==> src/rtl/ntr_pkg.sv <==
// rtl/ntr_pkg.sv - shared state encodings and LED mode codes for the NTR LED controller.
package ntr_pkg;

    localparam int BYTE_CNT_W = 4;

    typedef enum logic [1:0] {
        IDLE  = 2'd0,
        RECV  = 2'd1,
        EXEC  = 2'd2,
        DRAIN = 2'd3
    } ntr_state_t;

    typedef enum logic [1:0] {
        LOAD = 2'd0,
        SET  = 2'd1,
        CLR  = 2'd2,
        TGL  = 2'd3
    } led_mode_t;

endpackage

==> src/rtl/ntr_sync_edge.sv <==
// rtl/ntr_sync_edge.sv - multi-flop synchroniser with rising-edge detector.
module ntr_sync_edge #(
    parameter int   STAGES   = 2,
    parameter logic IDLE_LVL = 1'b0
) (
    input  logic clk,
    input  logic rst,
    input  logic async_in,
    output logic level,
    output logic rise
);

    logic [STAGES-1:0] sync_q;
    logic              prev_q;

    always_ff @(posedge clk or posedge rst) begin
        if (rst) begin
            sync_q <= {STAGES{IDLE_LVL}};
            prev_q <= IDLE_LVL;
        end else begin
            sync_q <= {sync_q[STAGES-2:0], async_in};
            prev_q <= sync_q[STAGES-1];
        end
    end

    assign level = sync_q[STAGES-1];
    assign rise  = sync_q[STAGES-1] & ~prev_q;

endmodule

==> src/rtl/ntr_led_ctrl.sv <==
// rtl/ntr_led_ctrl.sv - NTR bus command receiver driving an LED state register.
module ntr_led_ctrl
    import ntr_pkg::*;
#(
    parameter int         NUM_LEDS    = 4,
    parameter int         CMD_BYTES   = 8,
    parameter logic [7:0] OPCODE      = 8'hFF,
    parameter int         SYNC_STAGES = 2
) (
    input  logic                  clk,
    input  logic                  rst,
    input  logic                  ntr_clk,
    input  logic                  ntr_cs1,
    input  logic [7:0]            ntr_data,
    output logic [NUM_LEDS-1:0]   leds,
    output logic                  cmd_valid,
    output logic [BYTE_CNT_W-1:0] byte_count,
    output logic [7:0]            cmd_count,
    output logic                  err
);

    localparam logic [BYTE_CNT_W-1:0] LAST_SLOT  = BYTE_CNT_W'(CMD_BYTES - 1);
    localparam logic [2:0]            FLUSH_DONE = 3'(SYNC_STAGES);

    logic nclk_level, nclk_rise;
    logic cs_level, cs_rise;

    ntr_sync_edge #(.STAGES(SYNC_STAGES), .IDLE_LVL(1'b0)) u_sync_clk (
        .clk      (clk),
        .rst      (rst),
        .async_in (ntr_clk),
        .level    (nclk_level),
        .rise     (nclk_rise)
    );

    ntr_sync_edge #(.STAGES(SYNC_STAGES), .IDLE_LVL(1'b1)) u_sync_cs (
        .clk      (clk),
        .rst      (rst),
        .async_in (ntr_cs1),
        .level    (cs_level),
        .rise     (cs_rise)
    );

    ntr_state_t            state_q, state_next;
    logic                  start, store_en, exec_en, abort, overrun;
    logic [2:0]            flush_cnt;
    logic                  armed_q;
    logic [7:0]            byte0_q, byte1_q;
    logic [NUM_LEDS-1:0]   mask_q;
    logic [NUM_LEDS-1:0]   leds_mode;

    always_ff @(posedge clk or posedge rst) begin
        if (rst) begin
            state_q <= IDLE;
        end else begin
            state_q <= state_next;
        end
    end

    // A cs1 rise always takes priority over an ntr_clk edge seen in the same cycle.
    always_comb begin
        state_next = state_q;
        start      = 1'b0;
        store_en   = 1'b0;
        exec_en    = 1'b0;
        abort      = 1'b0;
        overrun    = 1'b0;
        case (state_q)
            IDLE: begin
                if (armed_q && !cs_level) begin
                    state_next = RECV;
                    start      = 1'b1;
                end
            end
            RECV: begin
                if (cs_rise) begin
                    state_next = IDLE;
                    abort      = 1'b1;
                end else if (nclk_rise) begin
                    store_en = 1'b1;
                    if (byte_count == LAST_SLOT) begin
                        state_next = EXEC;
                    end
                end
            end
            EXEC: begin
                exec_en    = 1'b1;
                overrun    = nclk_rise & ~cs_level;
                state_next = DRAIN;
            end
            DRAIN: begin
                overrun = nclk_rise & ~cs_level;
                if (cs_level) begin
                    state_next = IDLE;
                end
            end
            default: state_next = IDLE;
        endcase
    end

    always_comb begin
        leds_mode = leds;
        case (led_mode_t'(byte1_q[1:0]))
            LOAD:    leds_mode = mask_q;
            SET:     leds_mode = leds | mask_q;
            CLR:     leds_mode = leds & ~mask_q;
            TGL:     leds_mode = leds ^ mask_q;
            default: leds_mode = leds;
        endcase
    end

    // After reset the bus must be seen at rest (cs1 high, ntr_clk low) once the
    // synchronisers have flushed, so a chip select held low through reset is not taken as a start.
    always_ff @(posedge clk or posedge rst) begin
        if (rst) begin
            leds       <= '0;
            cmd_valid  <= 1'b0;
            byte_count <= '0;
            cmd_count  <= '0;
            err        <= 1'b0;
            flush_cnt  <= '0;
            armed_q    <= 1'b0;
            byte0_q    <= '0;
            byte1_q    <= '0;
            mask_q     <= '0;
        end else begin
            cmd_valid <= exec_en;
            if (flush_cnt != FLUSH_DONE) begin
                flush_cnt <= flush_cnt + 3'd1;
            end
            if (flush_cnt == FLUSH_DONE && cs_level && !nclk_level) begin
                armed_q <= 1'b1;
            end
            if (start) begin
                byte_count <= '0;
            end
            if (store_en) begin
                byte_count <= byte_count + 1'b1;
                if (byte_count == '0) begin
                    byte0_q <= ntr_data;
                end
                if (byte_count == BYTE_CNT_W'(1)) begin
                    byte1_q <= ntr_data;
                end
                if (byte_count == LAST_SLOT) begin
                    mask_q <= ntr_data[NUM_LEDS-1:0];
                end
            end
            if (abort || overrun) begin
                err <= 1'b1;
            end
            if (exec_en) begin
                cmd_count <= cmd_count + 8'd1;
                if (byte0_q == OPCODE) begin
                    if (byte1_q[7:2] != 6'd0) begin
                        err <= 1'b1;
                    end else begin
                        leds <= leds_mode;
                    end
                end
            end
        end
    end

endmodule

==> config.mk <==
export PLATFORM = sky130hd
export DESIGN_NAME = ntr_led_ctrl
export DESIGN_NICKNAME = d
export VERILOG_FILES = /design/src/rtl/ntr_pkg.sv /design/src/rtl/ntr_sync_edge.sv /design/src/rtl/ntr_led_ctrl.sv
export SDC_FILE = /design/constraint.sdc
export NUM_CORES = 1
export LEC_CHECK = 0
export CORE_UTILIZATION = 30
export DETAILED_ROUTE_END_ITERATION = 16
export HOLD_SLACK_MARGIN = 0.06
export RECOVER_POWER = 25
export SETUP_SLACK_MARGIN = 0.02
export SLEW_MARGIN = 40
export SYNTH_ARGS = -nofsm -noshare
export SYNTH_HDL_FRONTEND = slang
export SYNTH_SLANG_ARGS = --single-unit
export TNS_END_PERCENT = 5
==> constraint.sdc <==
create_clock -name clk -period 2.7 [get_ports clk]
set_clock_uncertainty 0.2 [all_clocks]
set_input_delay 0.27 -clock clk [delete_from_list [all_inputs] [get_ports clk]]
set_output_delay 0.27 -clock clk [all_outputs]
set_load 0.02 [all_outputs]
==> impl_metrics.prom, run 1 <==
# TYPE chip_impl_metric gauge
chip_impl_metric{name="insertedDiodeCount",unit=""} 0
chip_impl_metric{name="clock_tree.buffer_depth",unit=""} 2
chip_impl_metric{name="final.min_clock_period",unit="ps"} 2040
chip_impl_metric{name="finalSetupTns",unit="ps"} 0
chip_impl_metric{name="post_route_cells_drive_above_1_share",unit="%"} 23.3
chip_impl_metric{name="crit_arrival",unit="ps"} 2030
chip_impl_metric{name="hold_buffers",unit=""} 0
chip_impl_info{name="path_class",value="reg2reg"} 1
chip_impl_metric{name="num-nets-final",unit=""} 240
chip_impl_metric{name="ff_latch_count_synth",unit=""} 50
chip_impl_metric{name="setup-violations-final",unit=""} 0
chip_impl_metric{name="die_area",unit="um2"} 8270
chip_impl_metric{name="placementRows",unit=""} 32
chip_impl_info{name="timing.hold.worst.class",value="reg2reg"} 1
chip_impl_metric{name="via_count",unit=""} 1457
chip_impl_metric{name="cp.depth",unit=""} 3
chip_impl_info{name="worstReg2RegEnd",value="leds[0]"} 1
chip_impl_metric{name="cts.reportedPaths.clkPinSlew",unit="ps"} 90
chip_impl_metric{name="maxCapViolCount",unit=""} 0
chip_impl_metric{name="synth-warning-count",unit=""} 0
chip_impl_metric{name="r2r_slack",unit="ps"} 660
chip_impl_metric{name="wire_per_inst",unit="um"} 12.8
chip_impl_metric{name="final_hold_violation_count",unit=""} 0
chip_impl_metric{name="core_region_area",unit="um2"} 7690
chip_impl_metric{name="fin_crit_sh",unit="%"} 75.6
chip_impl_metric{name="worst_slew_margin_rel",unit="%"} 21.2
chip_impl_metric{name="max_stage_delay",unit="ps"} 580
chip_impl_metric{name="leakagePower",unit="uW"} 0.00128
chip_impl_info{name="worst_setup_start_kind",value="flip-flop"} 1
chip_impl_info{name="path_cells",value="or4b_4, nor4_4, mux2_2"} 1
chip_impl_metric{name="power-per-cell-area",unit="nW/um2"} 639
chip_impl_metric{name="ctsHtreeMaxLevel",unit=""} 2
chip_impl_metric{name="ant_nets",unit=""} 0
chip_impl_metric{name="grt_overflow",unit=""} 0
chip_impl_info{name="layout_commonest_cell",value="dfrtp_1"} 1
chip_impl_metric{name="die_span_x",unit="um"} 90.9
chip_impl_info{name="cts-root-buf",value="clkbuf_8"} 1
chip_impl_metric{name="post-dp-hpwl",unit="mm"} 3.01
chip_impl_metric{name="gp_congestion",unit=""} 0.753
chip_impl_info{name="timing.rr.start",value="state_q[0]"} 1
chip_impl_info{name="endpoint_kind",value="flip-flop"} 1
chip_impl_metric{name="number_of_antenna_violations_at_the_first_check_in_global_routing",unit=""} 0
chip_impl_metric{name="r2r.worst_path.cells",unit=""} 3
chip_impl_metric{name="avgViaCountPerCell",unit=""} 4.60
chip_impl_metric{name="synthAdderAreaFrac",unit="%"} 7.38
chip_impl_metric{name="tritoncts.num_buffers",unit=""} 5
chip_impl_metric{name="syn_area_per_cell",unit="um2"} 13.3
chip_impl_metric{name="total_cell_area_at_the_placement_stage",unit="um2"} 2800
chip_impl_metric{name="largest_net_degree_at_the_start_of_global_routing",unit=""} 30
chip_impl_metric{name="area_growth_syn_to_layout",unit="%"} 22.7
chip_impl_metric{name="detail_route.drc_violations",unit=""} 0
chip_impl_metric{name="post-cts-setup-buffers",unit=""} 0
chip_impl_metric{name="cp_num_buf_inv",unit=""} 0
chip_impl_info{name="slowest_stage",value="or4b_4"} 1
chip_impl_metric{name="starting_density",unit="%"} 30.9
chip_impl_metric{name="post_synth_mux_area_share",unit="%"} 17.0
chip_impl_info{name="cell_family_with_most_cp_delay",value="simple AND/OR/NAND/NOR gates"} 1
chip_impl_metric{name="synth_enable_flop_cells",unit=""} 0
chip_impl_metric{name="io_buffers",unit=""} 29
chip_impl_info{name="cts_tree",value="built"} 1
chip_impl_metric{name="first_global_vias",unit=""} 1482
chip_impl_info{name="layout.cells.most_common_list",value="dfrtp_1, mux2_2, clkdlybuf4s50_1"} 1
chip_impl_metric{name="synth_async_sr_flop_share",unit="%"} 100
chip_impl_metric{name="synth_xor_area_share",unit="%"} 3.32
chip_impl_metric{name="first_pass_grt_wire_length",unit="mm"} 7.13
chip_impl_metric{name="max_freq",unit="MHz"} 490
chip_impl_metric{name="fin_hold_ws",unit="ps"} 161
chip_impl_metric{name="insertion_delay",unit="ps"} 300
chip_impl_metric{name="totalWireLength",unit="mm"} 4.07
chip_impl_metric{name="max-vdd-ir-drop",unit="mV"} 0.274
chip_impl_info{name="yosys_most_used_dff",value="dfrtp_1"} 1
chip_impl_metric{name="grt.total_usage",unit="%"} 11.1
chip_impl_metric{name="boundaryPins",unit=""} 30
chip_impl_metric{name="slew_at_the_pin_closest_to_its_max_slew_limit",unit="ps"} 1180
chip_impl_metric{name="post_synth_and_or_nand_nor_area_fraction",unit="%"} 12.0
chip_impl_info{name="run_status",value="complete, no violations"} 1
chip_impl_metric{name="synth-compound-area-share",unit="%"} 3.85
chip_impl_metric{name="dr.first_iter.drc_count",unit=""} 60
chip_impl_info{name="setup.worst_path.end",value="leds[0]"} 1
chip_impl_metric{name="drt_pass1_iterations",unit=""} 4
chip_impl_metric{name="cts.sinks",unit=""} 50
chip_impl_metric{name="syn_area",unit="um2"} 2370
chip_impl_info{name="critPathLaunch",value="state_q[0]"} 1
chip_impl_metric{name="final_max_slew_viol_count",unit=""} 0
chip_impl_metric{name="seq_area_frac_synth",unit="%"} 52.9
chip_impl_metric{name="post_cts_resize_count",unit=""} 0
chip_impl_metric{name="worst-endpoint-required",unit="ps"} 2690
chip_impl_metric{name="die_h",unit="um"} 90.9
chip_impl_info{name="largest_family_of_logic_cells_by_synthesized_area",value="multiplexers"} 1
chip_impl_metric{name="final_design_area_no_fill",unit="um2"} 2910
chip_impl_metric{name="synth_cells",unit=""} 179
chip_impl_metric{name="path_max_fanout",unit=""} 9
chip_impl_metric{name="postSynthNetCount",unit=""} 205
chip_impl_metric{name="synth.lib_cells_used.distinct",unit=""} 40
chip_impl_info{name="rsz_0062_raised_after_global_routing",value="false"} 1
==> flip-flops by register name (all words and copies together) (netlist names), named ones only <==
name / count
byte0_q: 8
leds: 4
armed_q: 1
state_q: 1
byte1_q: 8
byte_count: 4
err: 1
u_sync_cs.prev_q: 1
mask_q: 4
flush_cnt: 3
cmd_valid: 1
cmd_count: 8
u_sync_clk.prev_q: 1
u_sync_clk.sync_q: 2
u_sync_cs.sync_q: 2
==> metal layers <==
metal,vias to the layer above,global-route usage [%],part of all wire (%)
li1,700,-,-
met1,721,15.4,51
met2,28,16.8,44
met3,8,2.78,4.0
met4,0,3.57,1.3
met5,-,0,0
==> final cells by class <==
class / count / area (um2)
repair buffers: 30 / 310
inverters: 20 / 75.1
clock inverters: 2 / 37.5
multi-input cells: 107 / 1030
clock buffers: 6 / 72.6
flip-flops and latches: 50 / 1250
fillers: 751 / 4780
well taps: 102 / 128
==> cell usage after synthesis, drive strengths merged (2+ instances only) <==
cell type  number  area share (%)
dfrtp          47              50
mux2           26              12
inv            20             3.2
ha             14             7.4
nand2           7             1.1
nand4           6             1.6
xor2            6             2.2
nand2b          5             1.3
mux4            4             3.8
nor2            4            0.63
dfstp           3             3.3
nor4            3             2.1
xnor2           3             1.1
a21oi           2            0.42
and2b           2            0.74
mux2i           2            0.84
nor3            2            0.42
or3             2            0.53
or4b            2             1.0
==> power by group <==
part | switching (uW) | internal, uW
clock | 243 | 277
combinational | 129 | 196
sequential | 125 | 892
total | 496 | 1360
==> stage by stage <==
| step | power [uW] | setup WS [ps] | util (%) | cells |
|---|---|---|---|---|
| 2_1_floorplan | 1240 | 823 | - | 179 |
| 3_3_place_gp | 1350 | 689 | 36.4 | 309 |
| 3_5_place_dp | 1360 | 674 | 36.4 | 309 |
| 4_1_cts | 1890 | 633 | 37.9 | 317 |
| 5_1_grt | 1970 | 576 | 37.9 | 317 |
| 6_report | 1860 | 659 | 37.9 | 317 |
==> cells by family after synthesis <==
logic type      Yosys count
buf+inv                  22
simple gates             40
flops                    50
fa+ha+maj                14
xor+xnor                  9
mux                      32
compound gates           12
==> worst min path at each step <==
| stage | start | to | slack, ps | cells after the start |
|---|---|---|---|---|
| after floorplan | ntr_cs1 | u_sync_cs.sync_q[0] | 70 | 0 |
| after global placement | u_sync_clk.sync_q[0] | u_sync_clk.sync_q[1] | 130 | 0 |
| after detailed placement | u_sync_clk.sync_q[0] | u_sync_clk.sync_q[1] | 140 | 0 |
| after CTS | u_sync_cs.sync_q[0] | u_sync_cs.sync_q[1] | 160 | 0 |
| after global routing | u_sync_clk.sync_q[0] | u_sync_clk.sync_q[1] | 170 | 0 |
| final | u_sync_clk.sync_q[0] | u_sync_clk.sync_q[1] | 160 | 0 |
No activity file was read; power rests on OpenSTA's default activity.
==> run 2: changes to the inputs <==
clock period = 2.05 ns   (was 2.7 ns; I/O delays follow)
==> impl_metrics.prom, run 2 (synthesis results as in run 1) <==
# TYPE chip_impl_metric gauge
chip_impl_info{name="run_status",value="complete, no violations"} 1
chip_impl_metric{name="via_count",unit=""} 1478
chip_impl_metric{name="power-per-cell-area",unit="nW/um2"} 802
chip_impl_metric{name="max_freq",unit="MHz"} 510
chip_impl_info{name="cts-root-buf",value="clkbuf_8"} 1
chip_impl_metric{name="max-vdd-ir-drop",unit="mV"} 0.338
chip_impl_metric{name="grt_overflow",unit=""} 0
chip_impl_metric{name="totalWireLength",unit="mm"} 4.20
chip_impl_metric{name="first_pass_grt_wire_length",unit="mm"} 7.40
chip_impl_metric{name="finalSetupTns",unit="ps"} 0
chip_impl_metric{name="layout.cells.non_filler",unit=""} 324
chip_impl_metric{name="post_route_cells_drive_above_1_share",unit="%"} 25.2
chip_impl_info{name="worstReg2RegEnd",value="leds[2]"} 1
chip_impl_info{name="worst_setup_start_kind",value="flip-flop"} 1
chip_impl_info{name="critPathLaunch",value="byte1_q[6]"} 1
chip_impl_metric{name="starting_density",unit="%"} 30.9
chip_impl_info{name="timing.hold.worst.class",value="reg2reg"} 1
chip_impl_metric{name="final.min_clock_period",unit="ps"} 1960
chip_impl_metric{name="dr.first_iter.drc_count",unit=""} 59
chip_impl_metric{name="post-dp-hpwl",unit="mm"} 3.17
chip_impl_metric{name="fin_total_pwr",unit="uW"} 2370
chip_impl_metric{name="worst_slew_margin_rel",unit="%"} 63.1
chip_impl_metric{name="fin_crit_sh",unit="%"} 95.6
chip_impl_metric{name="number_of_antenna_violations_at_the_first_check_in_global_routing",unit=""} 0
chip_impl_metric{name="crit_arrival",unit="ps"} 1940
chip_impl_metric{name="r2r.worst_path.cells",unit=""} 4
chip_impl_metric{name="drt_pass1_iterations",unit=""} 4
chip_impl_metric{name="die_h",unit="um"} 90.9
chip_impl_metric{name="fillers",unit=""} 751
chip_impl_metric{name="slew_at_the_pin_closest_to_its_max_slew_limit",unit="ps"} 553
chip_impl_metric{name="core_region_area",unit="um2"} 7690
chip_impl_metric{name="ant_nets",unit=""} 0
chip_impl_metric{name="final_hold_violation_count",unit=""} 0
chip_impl_metric{name="cts.sinks",unit=""} 50
chip_impl_metric{name="wire_per_inst",unit="um"} 13.0
chip_impl_metric{name="largest_net_degree_at_the_start_of_global_routing",unit=""} 24
chip_impl_metric{name="boundaryPins",unit=""} 30
chip_impl_metric{name="worst-endpoint-required",unit="ps"} 2030
chip_impl_info{name="highest_metal_layer_with_signal_wires",value="met4"} 1
chip_impl_metric{name="area_growth_syn_to_layout",unit="%"} 24.4
chip_impl_metric{name="num-nets-final",unit=""} 247
chip_impl_metric{name="placementRows",unit=""} 32
chip_impl_metric{name="setup-violations-final",unit=""} 0
chip_impl_metric{name="finalCoreUtilization",unit="%"} 38.4
chip_impl_metric{name="maxCapViolCount",unit=""} 0
chip_impl_metric{name="cts.reportedPaths.clkPinSlew",unit="ps"} 90
chip_impl_info{name="cts_tree",value="built"} 1
chip_impl_info{name="path_class",value="reg2reg"} 1
chip_impl_metric{name="met2_length",unit="mm"} 1.86
chip_impl_info{name="layout_commonest_cell",value="dfrtp_1"} 1
chip_impl_metric{name="insertedDiodeCount",unit=""} 0
chip_impl_metric{name="path_max_fanout",unit=""} 4
chip_impl_metric{name="r2r_slack",unit="ps"} 90
chip_impl_metric{name="gp_congestion",unit=""} 0.694
chip_impl_metric{name="final_max_slew_viol_count",unit=""} 0
chip_impl_metric{name="grt.total_usage",unit="%"} 11.3
chip_impl_metric{name="detail_route.drc_violations",unit=""} 0
chip_impl_metric{name="ctsHtreeMaxLevel",unit=""} 2
chip_impl_metric{name="die_span_x",unit="um"} 90.9
chip_impl_info{name="layout.cells.most_common_list",value="dfrtp_1, clkdlybuf4s50_1, mux2_2"} 1
chip_impl_metric{name="total_cell_area_at_the_placement_stage",unit="um2"} 2840
chip_impl_metric{name="io_buffers",unit=""} 29
chip_impl_metric{name="wl_met1",unit="mm"} 2.15
chip_impl_metric{name="die_area",unit="um2"} 8270
chip_impl_info{name="timing.rr.start",value="byte1_q[6]"} 1
chip_impl_metric{name="place.detailed.instances",unit=""} 314
chip_impl_metric{name="first_global_vias",unit=""} 1475
chip_impl_metric{name="leakagePower",unit="uW"} 0.00131
chip_impl_metric{name="tritoncts.num_buffers",unit=""} 5
chip_impl_metric{name="insertion_delay",unit="ps"} 290
chip_impl_metric{name="met3_length",unit="um"} 147
chip_impl_metric{name="final_design_area_no_fill",unit="um2"} 2950
chip_impl_info{name="endpoint_kind",value="flip-flop"} 1
chip_impl_info{name="setup.worst_path.end",value="leds[2]"} 1
chip_impl_metric{name="avgViaCountPerCell",unit=""} 4.56
chip_impl_info{name="rsz_0062_raised_after_global_routing",value="false"} 1
chip_impl_info{name="biggestRegsByFlops",value="byte0_q (8), byte1_q (8), cmd_count (8)"} 1
chip_impl_metric{name="clock_tree.buffer_depth",unit=""} 2
## run 2: power breakdown
group / internal [uW] / leakage, uW / switching [uW] / total [uW]
Sequential: 1170 / 0.000623 / 155 / 1330
Clock: 273 / 0.0000482 / 302 / 575
Combinational: 274 / 0.000640 / 187 / 461
## run 2: timing repair
item                                    CTS  global route
resized for setup                         0             3
hold endpoints to repair                 11             0
hold buffers                              1             0
endpoints found under the setup margin    0             8
setup buffers                             0             1
## run 2: final cells by class
| cell class | count | area (um2) | area share (%) |
|---|---|---|---|
| Multi-Input combinational cell | 107 | 1040 | 35.2 |
| Inverter | 20 | 75.1 | 2.54 |
| Sequential cell | 50 | 1260 | 42.6 |
| Timing Repair Buffer | 37 | 362 | 12.3 |
| Tap cell | 102 | 128 | 4.32 |
| Clock inverter | 1 | 5.00 | 0.170 |
| Clock buffer | 7 | 86.3 | 2.92 |
## run 2: layer usage
metal	track usage (%)	up-vias
met5	0	-
met4	2.78	0
met3	2.86	4
met2	17.3	28
met1	16.0	736
li1	-	710
## run 2: worst min path at each step
stage	startpoint	endpoint	slack (ps)	cells after the start
after floorplan	ntr_cs1	u_sync_cs.sync_q[0]	9	0
after global placement	u_sync_clk.sync_q[0]	u_sync_clk.sync_q[1]	140	0
after detailed placement	u_sync_clk.sync_q[0]	u_sync_clk.sync_q[1]	140	0
after CTS	ntr_cs1	u_sync_cs.sync_q[0]	100	1
after global routing	u_sync_clk.sync_q[0]	u_sync_clk.sync_q[1]	170	0
final	u_sync_clk.sync_q[0]	u_sync_clk.sync_q[1]	150	0
## run 2: metrics by stage
step | hold WS (ps) | setup WS [ps]
finish | 152 | 91.1
CTS | 104 | 49.0
global placement | 135 | 85.3
floorplan | 9.48 | 173
detailed placement | 136 | 70.3
global route | 166 | 19.3
## run 2: worst max-delay path, cell delays in order (launching register included)
cell     delay [ps]
dfrtp_1         400
or4b_4          550
nor4_4          200
buf_4           180
mux2_2          330
==> run 3: changes to the inputs <==
GPL_ROUTABILITY_DRIVEN = 0   (was default)
HOLD_SLACK_MARGIN = 0.05   (was 0.06)
==> results of run 3 <==
Final layout, timing and power as in run 2 (identical DEF).
